### src/rtl/pixel_arb_pkg.sv
// Shared types and helpers for the frame-buffer write arbiter.
//   arb_state_t : arbiter ownership state (IDLE / OWN)
//   MODE_SEL    : winner chosen by the ENG_SEL input
//   MODE_RR     : winner chosen round-robin starting from the pointer
//   IDX_W()     : width of an engine index for a given engine count
package pixel_arb_pkg;

  typedef enum logic {IDLE, OWN} arb_state_t;

  localparam int MODE_SEL = 0;
  localparam int MODE_RR  = 1;

  // Never returns 0 so a 1-engine build still has a legal index vector.
  function automatic int IDX_W(input int n);
    return (n > 1) ? $clog2(n) : 1;
  endfunction

endpackage

### src/rtl/pixel_write_arbiter_rr_picker.sv
// Combinational rotate-priority encoder.
//   req   : per-engine request vector
//   ptr   : engine that gets highest priority (always < N_ENG)
//   valid : at least one engine is requesting
//   idx   : first requester found scanning ptr, ptr+1, ... mod N_ENG
module rr_picker
  import pixel_arb_pkg::*;
#(
  parameter int N_ENG = 4
) (
  input  logic [N_ENG-1:0]        req,
  input  logic [IDX_W(N_ENG)-1:0] ptr,
  output logic                    valid,
  output logic [IDX_W(N_ENG)-1:0] idx
);

  localparam int IW = IDX_W(N_ENG);

  int cand;

  // Explicit wrap instead of a modulo keeps non-power-of-two counts correct.
  always_comb begin
    valid = 1'b0;
    idx   = '0;
    cand  = 0;
    for (int k = 0; k < N_ENG; k++) begin
      cand = int'(ptr) + k;
      if (cand >= N_ENG) cand = cand - N_ENG;
      if (!valid && req[cand]) begin
        valid = 1'b1;
        idx   = IW'(cand);
      end
    end
  end

endmodule

### src/rtl/pixel_write_arbiter.sv
// Frame-buffer write arbiter: N drawing engines share one write port using a
// registered request/grant handshake with burst ownership.
//   Clk, Reset          : clock, synchronous active-high reset
//   ENG_SEL             : engine to serve in select-driven mode
//   REQ / LAST          : per-engine beat valid / last beat of burst
//   PIXEL_DIN/X/Y       : packed per-engine beat payload
//   FB_BUSY             : frame buffer stalls this cycle
//   GNT                 : registered one-hot grant
//   ENG_PIXEL_DOUT/X/Y  : registered beat to the frame buffer
//   ENG_WE              : one-cycle strobe per accepted beat
//   ACTIVE_IDX          : current owner (0 when idle)
module pixel_write_arbiter
  import pixel_arb_pkg::*;
#(
  parameter int N_ENG   = 4,
  parameter int DATA_W  = 8,
  parameter int COORD_W = 9,
  parameter int MODE    = 1
) (
  input  logic                       Clk,
  input  logic                       Reset,
  input  logic [$clog2(N_ENG)-1:0]   ENG_SEL,
  input  logic [N_ENG-1:0]           REQ,
  input  logic [N_ENG-1:0]           LAST,
  input  logic [N_ENG*DATA_W-1:0]    PIXEL_DIN,
  input  logic [N_ENG*COORD_W-1:0]   PIXEL_X,
  input  logic [N_ENG*COORD_W-1:0]   PIXEL_Y,
  input  logic                       FB_BUSY,
  output logic [N_ENG-1:0]           GNT,
  output logic [DATA_W-1:0]          ENG_PIXEL_DOUT,
  output logic [COORD_W-1:0]         ENG_PIXEL_X,
  output logic [COORD_W-1:0]         ENG_PIXEL_Y,
  output logic                       ENG_WE,
  output logic [$clog2(N_ENG)-1:0]   ACTIVE_IDX
);

  localparam int IW = IDX_W(N_ENG);

  arb_state_t         state_q, state_d;
  logic [IW-1:0]      ptr_q, ptr_d;
  logic [IW-1:0]      act_q, act_d;
  logic [N_ENG-1:0]   gnt_q, gnt_d;
  logic               we_q, we_d;
  logic [DATA_W-1:0]  dout_q, dout_d;
  logic [COORD_W-1:0] x_q, x_d;
  logic [COORD_W-1:0] y_q, y_d;

  logic               rr_vld;
  logic [IW-1:0]      rr_idx;
  logic               sel_hit;
  logic               win_vld;
  logic [IW-1:0]      win_idx;
  logic               beat_ok;

  function automatic logic [IW-1:0] next_idx(input logic [IW-1:0] i);
    return (int'(i) == N_ENG - 1) ? '0 : i + 1'b1;
  endfunction

  rr_picker #(.N_ENG(N_ENG)) u_rr_picker (
    .req   (REQ),
    .ptr   (ptr_q),
    .valid (rr_vld),
    .idx   (rr_idx)
  );

  // An out-of-range ENG_SEL matches no engine and so never produces a grant.
  always_comb begin
    sel_hit = 1'b0;
    for (int i = 0; i < N_ENG; i++) begin
      if (ENG_SEL == IW'(i) && REQ[i]) sel_hit = 1'b1;
    end
  end

  always_comb begin
    win_vld = (MODE == MODE_SEL) ? sel_hit : rr_vld;
    win_idx = (MODE == MODE_SEL) ? ENG_SEL : rr_idx;
    beat_ok = REQ[act_q] && !FB_BUSY;
  end

  always_comb begin
    state_d = state_q;
    ptr_d   = ptr_q;
    act_d   = act_q;
    gnt_d   = gnt_q;
    we_d    = 1'b0;
    dout_d  = dout_q;
    x_d     = x_q;
    y_d     = y_q;
    case (state_q)
      IDLE: begin
        if (win_vld) begin
          state_d          = OWN;
          gnt_d            = '0;
          gnt_d[win_idx]   = 1'b1;
          act_d            = win_idx;
        end
      end
      OWN: begin
        // Other engines and ENG_SEL are deliberately ignored while owned.
        if (beat_ok) begin
          we_d   = 1'b1;
          dout_d = PIXEL_DIN[int'(act_q)*DATA_W +: DATA_W];
          x_d    = PIXEL_X[int'(act_q)*COORD_W +: COORD_W];
          y_d    = PIXEL_Y[int'(act_q)*COORD_W +: COORD_W];
          if (LAST[act_q]) begin
            // Returning through IDLE forces a one-cycle gap between owners.
            state_d = IDLE;
            gnt_d   = '0;
            act_d   = '0;
            ptr_d   = next_idx(act_q);
          end
        end
      end
      default: state_d = IDLE;
    endcase
  end

  always_ff @(posedge Clk) begin
    if (Reset) begin
      state_q <= IDLE;
      ptr_q   <= '0;
      act_q   <= '0;
      gnt_q   <= '0;
      we_q    <= 1'b0;
      dout_q  <= '0;
      x_q     <= '0;
      y_q     <= '0;
    end else begin
      state_q <= state_d;
      ptr_q   <= ptr_d;
      act_q   <= act_d;
      gnt_q   <= gnt_d;
      we_q    <= we_d;
      dout_q  <= dout_d;
      x_q     <= x_d;
      y_q     <= y_d;
    end
  end

  assign GNT            = gnt_q;
  assign ENG_PIXEL_DOUT = dout_q;
  assign ENG_PIXEL_X    = x_q;
  assign ENG_PIXEL_Y    = y_q;
  assign ENG_WE         = we_q;
  assign ACTIVE_IDX     = act_q;

endmodule

### config.mk
export PLATFORM = sky130hd
export DESIGN_NAME = pixel_write_arbiter
export DESIGN_NICKNAME = d
export VERILOG_FILES = /design/src/rtl/pixel_arb_pkg.sv /design/src/rtl/pixel_write_arbiter_rr_picker.sv /design/src/rtl/pixel_write_arbiter.sv
export SDC_FILE = /design/constraint.sdc
export NUM_CORES = 1
export LEC_CHECK = 0
export BUFFER_PORTS_ARGS = -buffer_cell sky130_fd_sc_hd__buf_2
export CAP_MARGIN = 20
export CORE_MARGIN = 2
export CORE_UTILIZATION = 37
export DETAILED_ROUTE_END_ITERATION = 10
export GPL_ROUTABILITY_DRIVEN = 0
export PLACE_DENSITY = 0.77
export REMOVE_ABC_BUFFERS = 1
export SYNTH_ARGS = -nofsm -noshare
export SYNTH_HDL_FRONTEND = slang
export SYNTH_SLANG_ARGS = --single-unit
### constraint.sdc
create_clock -name Clk -period 1.9 [get_ports Clk]
set_input_delay 0.095 -clock Clk [delete_from_list [all_inputs] [get_ports Clk]]
set_output_delay 0.095 -clock Clk [all_outputs]
set_load 0.01 [all_outputs]
; ---- After elaboration in Yosys (flattened, before gate mapping)
; Cells that the tools add are included.
[totals]
register_bits = 36
out_inout_bits = 33
elab_cells = 93
[op_classes]
n_addsub = 8
mul = 1
n_lt_le_gt_ge = 11
eq_ne = 4
shifts = 3
mux = 44
bitwise_logic = 1
n_reduce_logical = 13
[op_table]
columns = operator, count
row1 = "32-bit by 4-bit < comparator with 1-bit output, second input constant", 4
row2 = 32-bit 2-to-1 mux, 4
row3 = "32-bit by 4-bit greater-or-equal comparator with 1-bit output, second input constant", 3
row4 = "32-bit by 4-bit subtractor with 32-bit output, second input constant", 3
row5 = 36-bit by 32-bit variable part select with 9-bit output, 1
row6 = 36-bit by 7-bit variable part select with 9-bit output, 1
row7 = 32-bit by 6-bit variable part select with 8-bit output, 1
row8 = 1-bit 2-to-1 mux, 19
row9 = 2-bit 2-to-1 mux, 8
row10 = 1-bit binary-select mux with 2-bit select, 6
row11 = 4-bit 2-to-1 mux, 3
row12 = 4-bit one-hot mux with 2 select lines, 1
row13 = "2-bit by 2-bit adder with 3-bit output, second input constant", 2
row14 = "2-bit by 3-bit < comparator with 1-bit output, second input constant", 2
row15 = "2-bit by 4-bit multiplier with 6-bit output, second input constant", 1
row16 = 3-bit AND reduction, 2
row17 = 1-bit logical AND, 5
row18 = 1-bit zero test, 4
row19 = "2-bit by 1-bit != test with 1-bit output, second input constant", 2
row20 = 2-bit one-hot mux with 2 select lines, 1
row21 = "2-bit by 3-bit subtractor with 4-bit output, second input constant", 1
row22 = "2-bit by 1-bit adder with 3-bit output, second input constant", 1
row23 = "2-bit by 3-bit greater-or-equal comparator with 1-bit output, second input constant", 1
row24 = "2-bit by 1-bit adder with 2-bit output, second input constant", 1
row25 = other kinds (8), 8

; ---- Depth between registers and ports, before layout
; Gate-level depths: netlist of the first run.
[logic_depth]
depth_word = 21
ltp_mapped = 7
depth_no_buf = 4

; ---- Hierarchy
; From an unflattened synthesis of the first run, not the netlist that was laid out.
[hier_totals]
hier_cells = 226
hier_area_um2 = 2194.6
[by_module_without_submodules]
columns = mod, instances, cells_per_inst, area_each_um2, seq_area_each_um2
row1 = pixel_write_arbiter, 1, 211, 2117.0, 720.7
row2 = rr_picker, 1, 15, 77.6, 0.0

; ---- Worst setup path before layout of the first run
; Ideal clock, no wire load.
[synth_timing]
path_type = reg-to-reg
startpoint = register act_q[0] (netlist: ACTIVE_IDX[0])
endpoint = register dout_q[3] (netlist: ENG_PIXEL_DOUT[3])
t_arrival_ps = 1763
slack_ps = 9
path_stages_with_launch = 7
n_path_buf = 3
period_less_slack_ps = 1891
cell_sequence = dfxtp_1 > buf_2 > buf_4 > buf_2 > mux4_2 > mux2i_1 > nor2_1
[synth_between]
elab_chain_len = 4
[synth_lines]
columns = item, line_no
row1 = start: declaration, pixel_write_arbiter.sv:41  ; logic [IW-1:0] act_q, act_d;
row2 = start signal: assignment, pixel_write_arbiter.sv:131  ; act_q <= act_d;
row3 = branches (longest 4 deep; another with 32-bit by 6-bit variable part select with 8-bit output), n/a
row4 = end signal: assignment, pixel_write_arbiter.sv:134  ; dout_q <= dout_d;
row5 = end: declaration, pixel_write_arbiter.sv:44  ; logic [DATA_W-1:0] dout_q, dout_d;
; Parallel ways; which one is timed is not known. The select of a mux whose other input is x is not followed.
; A chain may end at the register's enable or synchronous reset.

; ---- Worst setup path in the final report of the first run
[layout_timing]
startpoint = register state_q
endpoint = register ptr_q[0]
[layout_between]
elab_chain_len = 1
[layout_lines]
columns = item, line_no
row1 = start: declaration, pixel_write_arbiter.sv:39  ; arb_state_t state_q, state_d;
row2 = start signal: assignment, pixel_write_arbiter.sv:129  ; state_q <= state_d;
row3 = 3-bit AND reduction (no source line), n/a
row4 = end signal: assignment, pixel_write_arbiter.sv:130  ; ptr_q <= ptr_d;
row5 = end: declaration, pixel_write_arbiter.sv:40  ; logic [IW-1:0] ptr_q, ptr_d;
; Every way passes these cells.

==> impl_metrics.tcl, run 1 <==
set metrics [dict create \
    root_buffer "clkbuf_8" \
    numCtsBuffers 5 \
    critPathKind "reg2reg" \
    drive_above_1_share_pct 59.5 \
    yosysSeqAreaShare_pct 34.5 \
    drt_iter0_drc 74 \
    hp-class "in2reg" \
    fin_util_pct 54.5 \
    grt_antenna_before_repair 0 \
    swShare_pct 26.8 \
    dr.pass1.iters 4 \
    ys_warn_count 0 \
    end_kind "register" \
    min_path_cells 2 \
    finalPower_mw 1.80 \
    p_leak_nw 1.36 \
    ir_worst_vdd_mv 0.425 \
    cts_tree "built" \
    whs_ps 210 \
    stdcell_area_sq_um 2980 \
    grt_max_degree 29 \
    cp_max_fo 5 \
    clock_skew_ps 5.53 \
    clk_latency_ps 280 \
    synthCells 174 \
    p_clk_share_pct 27.9 \
    seqPwrFrac_pct 45.5 \
    diodes 0 \
    rsz0062_at_grt "false" \
    cpMaxStageDelayCell "or4_1" \
    io_buffers 147 \
    cts_buffer_depth 2 \
    cp.required_ps 2110 \
    setup_slack_ps 173 \
    r2r_cells 4 \
    start_util_pct 38.1 \
    core_area_sq_um 5470 \
    ant_nets 0 \
    routed_wl_mm 5.87 \
    die-width_microns 79.1 \
    achievable-frequency_ghz 0.579 \
    netlist_area_sq_um 2090 \
    dieArea_sq_um 6260 \
    outcome "complete, no violations" \
    postCtsResizedCells 0 \
    layout.cells.most_common_list "buf_2 (147), dfxtp_1 (35), nor2_1 (29)" \
    track_usage_pct 19.3 \
    setup_tns_ps 0 \
    clk_pin_slew_ps 70 \
    intPower_mw 1.32 \
    place_area_sq_um 2910 \
    final_common_cell "buf_2" \
    place.detailed.instances 386 \
    clock-sinks 36 \
    cts_setup_buffers 0 \
    wl_per_cell_microns 14.9 \
    comb_power_share_pct 26.6 \
    drc 0 \
    switchingPower_mw 0.482 \
    finalSetupViolCount 0 \
    maxCapViolCount 0 \
    dp_hpwl_mm 4.70 \
    fin_crit_ps 1730 \
    vias_per_cell 5.17 \
    syn2layout_area_growth_pct 43.0 \
    startpoint "state_q" \
    cellPowerDensity_nw_per_um2 603 \
    tightest_slew_ps 402 \
    cts_hold_buf 0 \
    path_cells "or3b_1 > o22a_1 > or4_1 > a21oi_1" \
    num-nets-final 439 \
    max_stage_delay_ps 470 \
    preCtsSetupSlack_ps 205 \
    cp.arrival_ps 1940 \
    hold_viol 0 \
    htree_levels 2 \
    overflow 0 \
    r2r_end "ptr_q[0]" \
    fp-row-count 27 \
    r2r_start "state_q" \
    finalCritPeriodShare_pct 90.9 \
    grt_pass1_wl_mm 9.57 \
    final_cells 393 \
    yosys.cell_types.count 33 \
    crit_path_start_kind "register" \
    ys_ff_latch 36 \
    grt_pass1_vias 2145 \
    slew_viol_final 0 \
    pin_count 150 \
    vias 2030 \
    die_h_microns 79.1 \
    avgSynthCellArea_sq_um 12.0 \
    slew_headroom_pct 72.9 \
    crit_path_end "ptr_q[0]" \
    worst-r2r-setup-slack_ps 170 \
]
[power by group through the flow]
stage / clock network [mW] / logic (mW) / registers [mW]
after detailed placement: 0 / 0.483 / 0.836
final: 0.502 / 0.479 / 0.818
after CTS: 0.513 / 0.484 / 0.819
after floorplan: 0 / 0.224 / 0.873
after global routing: 0.544 / 0.525 / 0.824
after global placement: 0 / 0.469 / 0.833
[worst max-delay path: cells and delay by family, from the launching register on]
kind | cells | cell delay, ps
compound gates | 2 | 380
simple gates | 2 | 890
flops | 1 | 380
[sequential cells by signal, summed over array words and instances (netlist names)]
name	flops
ACTIVE_IDX	2
ENG_PIXEL_DOUT	8
ENG_PIXEL_X	9
ENG_PIXEL_Y	9
ENG_WE	1
GNT	4
ptr_q	2
state_q	1
[logic make-up after synthesis]
kind of cell               after synthesis  synth area share [%]
AOI/OAI and AO/OA                       23                  8.81
adders and majority gates                1                 0.599
buffers and inverters                   18                  4.56
DFF                                     36                  34.5
muxes                                   55                  42.6
and+or+nand+nor                         41                  8.93
[synth_stat cells, drive strengths merged]
| cell type | n | area [sq um] |
|---|---|---|
| a211oi | 3 | 27.5 |
| a21boi | 1 | 7.51 |
| a21o | 1 | 7.51 |
| a21oi | 4 | 20.0 |
| a221oi | 1 | 8.76 |
| a22o | 3 | 26.3 |
| a32o | 3 | 30.0 |
| buf | 10 | 65.1 |
| clkbuf | 4 | 15.0 |
| dfxtp | 36 | 721 |
| ha | 1 | 12.5 |
| inv | 4 | 15.0 |
| mux2i | 28 | 280 |
| mux4 | 27 | 608 |
| nand3 | 1 | 5.00 |
| nand3b | 1 | 7.51 |
| nor2 | 29 | 109 |
| nor2b | 4 | 25.0 |
| nor3 | 1 | 5.00 |
| nor4 | 2 | 12.5 |
| o21ai | 2 | 10.0 |
| o21bai | 1 | 7.51 |
| o22a | 1 | 8.76 |
| o22ai | 1 | 12.5 |
| o311a | 1 | 10.0 |
| o31ai | 1 | 7.51 |
| or2 | 1 | 6.26 |
| or3b | 1 | 8.76 |
| or4 | 1 | 7.51 |
[area by class of cell]
cell class,instances,area [sq um]
Sequential cell,36,722
Tap cell,72,90.1
Clock inverter,1,5.00
Timing Repair Buffer,154,801
Clock buffer,6,72.6
Fill cell,517,2490
Multi-Input combinational cell,120,1280
Inverter,4,15.0
[how the worst min path moves through the flow]
stage	start	end	slack (ps)
6_report	Reset	ENG_PIXEL_Y[4]	210
5_1_grt	Reset	ENG_PIXEL_Y[4]	230
4_1_cts	Reset	ENG_PIXEL_X[6]	220
3_5_place_dp	GNT[0]	GNT[0]	450
3_3_place_gp	GNT[3]	GNT[3]	450
2_1_floorplan	Reset	ptr_q[0]	160
[metal layers]
metal	part of all wire, %	GRT usage, %
met1	39	21.1
met2	53	36.9
met3	7.2	4.43
met4	0.82	5.69
met5	0	0
(Power assumes the default switching activity.)
==> run 2, diff against run 1 <==
--- a/config.mk
+++ b/config.mk
@@ -9,9 +9,10 @@
 export CAP_MARGIN = 20
 export CORE_MARGIN = 2
 export CORE_UTILIZATION = 37
+export CTS_BUF_LIST = sky130_fd_sc_hd__clkbuf_16
 export DETAILED_ROUTE_END_ITERATION = 10
 export GPL_ROUTABILITY_DRIVEN = 0
-export PLACE_DENSITY = 0.77
+export PLACE_DENSITY_LB_ADDON = 0.2
 export REMOVE_ABC_BUFFERS = 1
 export SYNTH_ARGS = -nofsm -noshare
 export SYNTH_HDL_FRONTEND = slang
==> run 2 against run 1 <==
Clock skew hardly changed; sequential cell count stayed put; fmax hardly changed; combinational power hardly changed; cell area is 2.9% higher; non-clock buffer count stayed put; via count is 1.3% lower; first-iteration DRC count is 19% lower; global-route usage is 0.99 points lower; sequential share of layout area is 0.68 points lower; final cell count is 0.25% higher; hold slack worse by 35 ps; critical endpoint unchanged.
==> impl_metrics.tcl, run 2 (same netlist as run 1, synthesis figures left out) <==
set metrics [dict create \
    layout.cells.most_common_list "buf_2 (147), dfxtp_1 (35), nor2_1 (29)" \
    ir_worst_vdd_mv 0.480 \
    ff_latch_area_sq_um 722 \
    path_cells "or3b_1 > o22a_1 > or4_1 > a21oi_1" \
    vias 2004 \
    maxCapViolCount 0 \
    cp_max_fo 5 \
    cpMaxStageDelayCell "or4_1" \
    grt_pass1_wl_mm 8.98 \
    track_usage_pct 18.3 \
    grt_antenna_before_repair 0 \
    fp-row-count 27 \
    rsz0062_at_grt "false" \
    die-width_microns 79.1 \
    overflow 0 \
    dr.pass1.iters 4 \
    postCtsResizedCells 0 \
    slew_headroom_pct 69.3 \
    switchingPower_mw 0.520 \
    outcome "complete, no violations" \
    achievable-frequency_ghz 0.579 \
    place.detailed.instances 386 \
    finalPower_mw 2.20 \
    core_area_sq_um 5470 \
    cts_hold_buf 0 \
    wl_per_cell_microns 14.5 \
    cts_tree "built" \
    intPower_mw 1.68 \
    fin_crit_ps 1730 \
    htree_levels 2 \
    drt_iter0_drc 60 \
    ant_nets 0 \
    vias_per_cell 5.09 \
    grt_max_degree 27 \
    critPathKind "reg2reg" \
    cts_buffer_depth 2 \
    finalSetupViolCount 0 \
    comb_power_share_pct 21.7 \
    die_h_microns 79.1 \
    routed_wl_mm 5.70 \
    clock_skew_ps 5.55 \
    hold_viol 0 \
    numCtsBuffers 5 \
    seqPwrFrac_pct 37.1 \
    dp_hpwl_mm 4.61 \
    io_buffers 147 \
    whs_ps 175 \
    final_cells 394 \
    grt_pass1_vias 1954 \
    syn2layout_area_growth_pct 47.1 \
    final_common_cell "buf_2" \
    p_clk_share_pct 41.2 \
    pin_count 150 \
    clk_pin_slew_ps 60 \
    slew_viol_final 0 \
    multiInputGateArea_sq_um 1280 \
    start_util_pct 38.1 \
    swShare_pct 23.6 \
    finalCritPeriodShare_pct 90.9 \
    hp-class "in2reg" \
    end_kind "register" \
    tightest_slew_ps 457 \
    drc 0 \
    crit_path_start_kind "register" \
    diodes 0 \
    cts_setup_buffers 0 \
    root_buffer "clkbuf_16" \
    clock-sinks 36 \
    cellPowerDensity_nw_per_um2 717 \
    max_stage_delay_ps 470 \
    setup_slack_ps 173 \
    cp.required_ps 2110 \
    num-nets-final 439 \
    p_leak_nw 1.41 \
    drive_above_1_share_pct 59.6 \
    fill_cells 516 \
    clk_latency_ps 270 \
    cp.arrival_ps 1930 \
    dieArea_sq_um 6260 \
    preCtsSetupSlack_ps 192 \
]
==> run 2: layout make-up <==
cell class	instances	share of cell area [%]
clock buffer	5	4.07
timing repair buffer	154	26.1
multi-input combinational	120	41.6
clock inverter	3	1.26
tap	72	2.93
inverter	4	0.489
sequential	36	23.5
==> run 2: power groups by stage <==
stage	clock, mW	sequential [mW]	combinational (mW)
after floorplan	0	0.873	0.224
after global placement	0	0.833	0.475
after detailed placement	0	0.833	0.484
after CTS	0.928	0.817	0.485
after global routing	0.972	0.822	0.522
final	0.906	0.817	0.478
==> run 2: critical path: cells and delay by family (launching register included) <==
family / cells / cell delay, ps
flip-flops: 1 / 380
AO/OA/AOI/OAI: 2 / 380
AND/OR/NAND/NOR: 2 / 900
==> run 2: stage by stage <==
step / area, sq um / utilization, % / TNS [ps]
floorplan: 2010 / - / -51960
global placement: 2910 / 53.1 / 0
detailed placement: 2910 / 53.1 / 0
CTS: 3070 / 56.1 / 0
global route: 3070 / 56.1 / 0
finish: 3070 / 56.1 / 0
==> run 2: per-layer routing <==
metal	GRT usage, %	share of wire (%)	routed length [microns]
met5	0	0	0
met4	4.48	0.74	42
met3	4.77	9.4	533
met2	33.3	52	2940
met1	21.4	38	2180
==> run 2: final timing paths <==
kind,cells after the start,end,slack (ps),startpoint
worst min register to register,1,GNT[0],470,GNT[0]
worst max-delay path,4,ptr_q[0],170,state_q
worst min-delay path,2,ENG_PIXEL_DOUT[6],170,Reset
worst max register to register,4,ptr_q[0],170,state_q
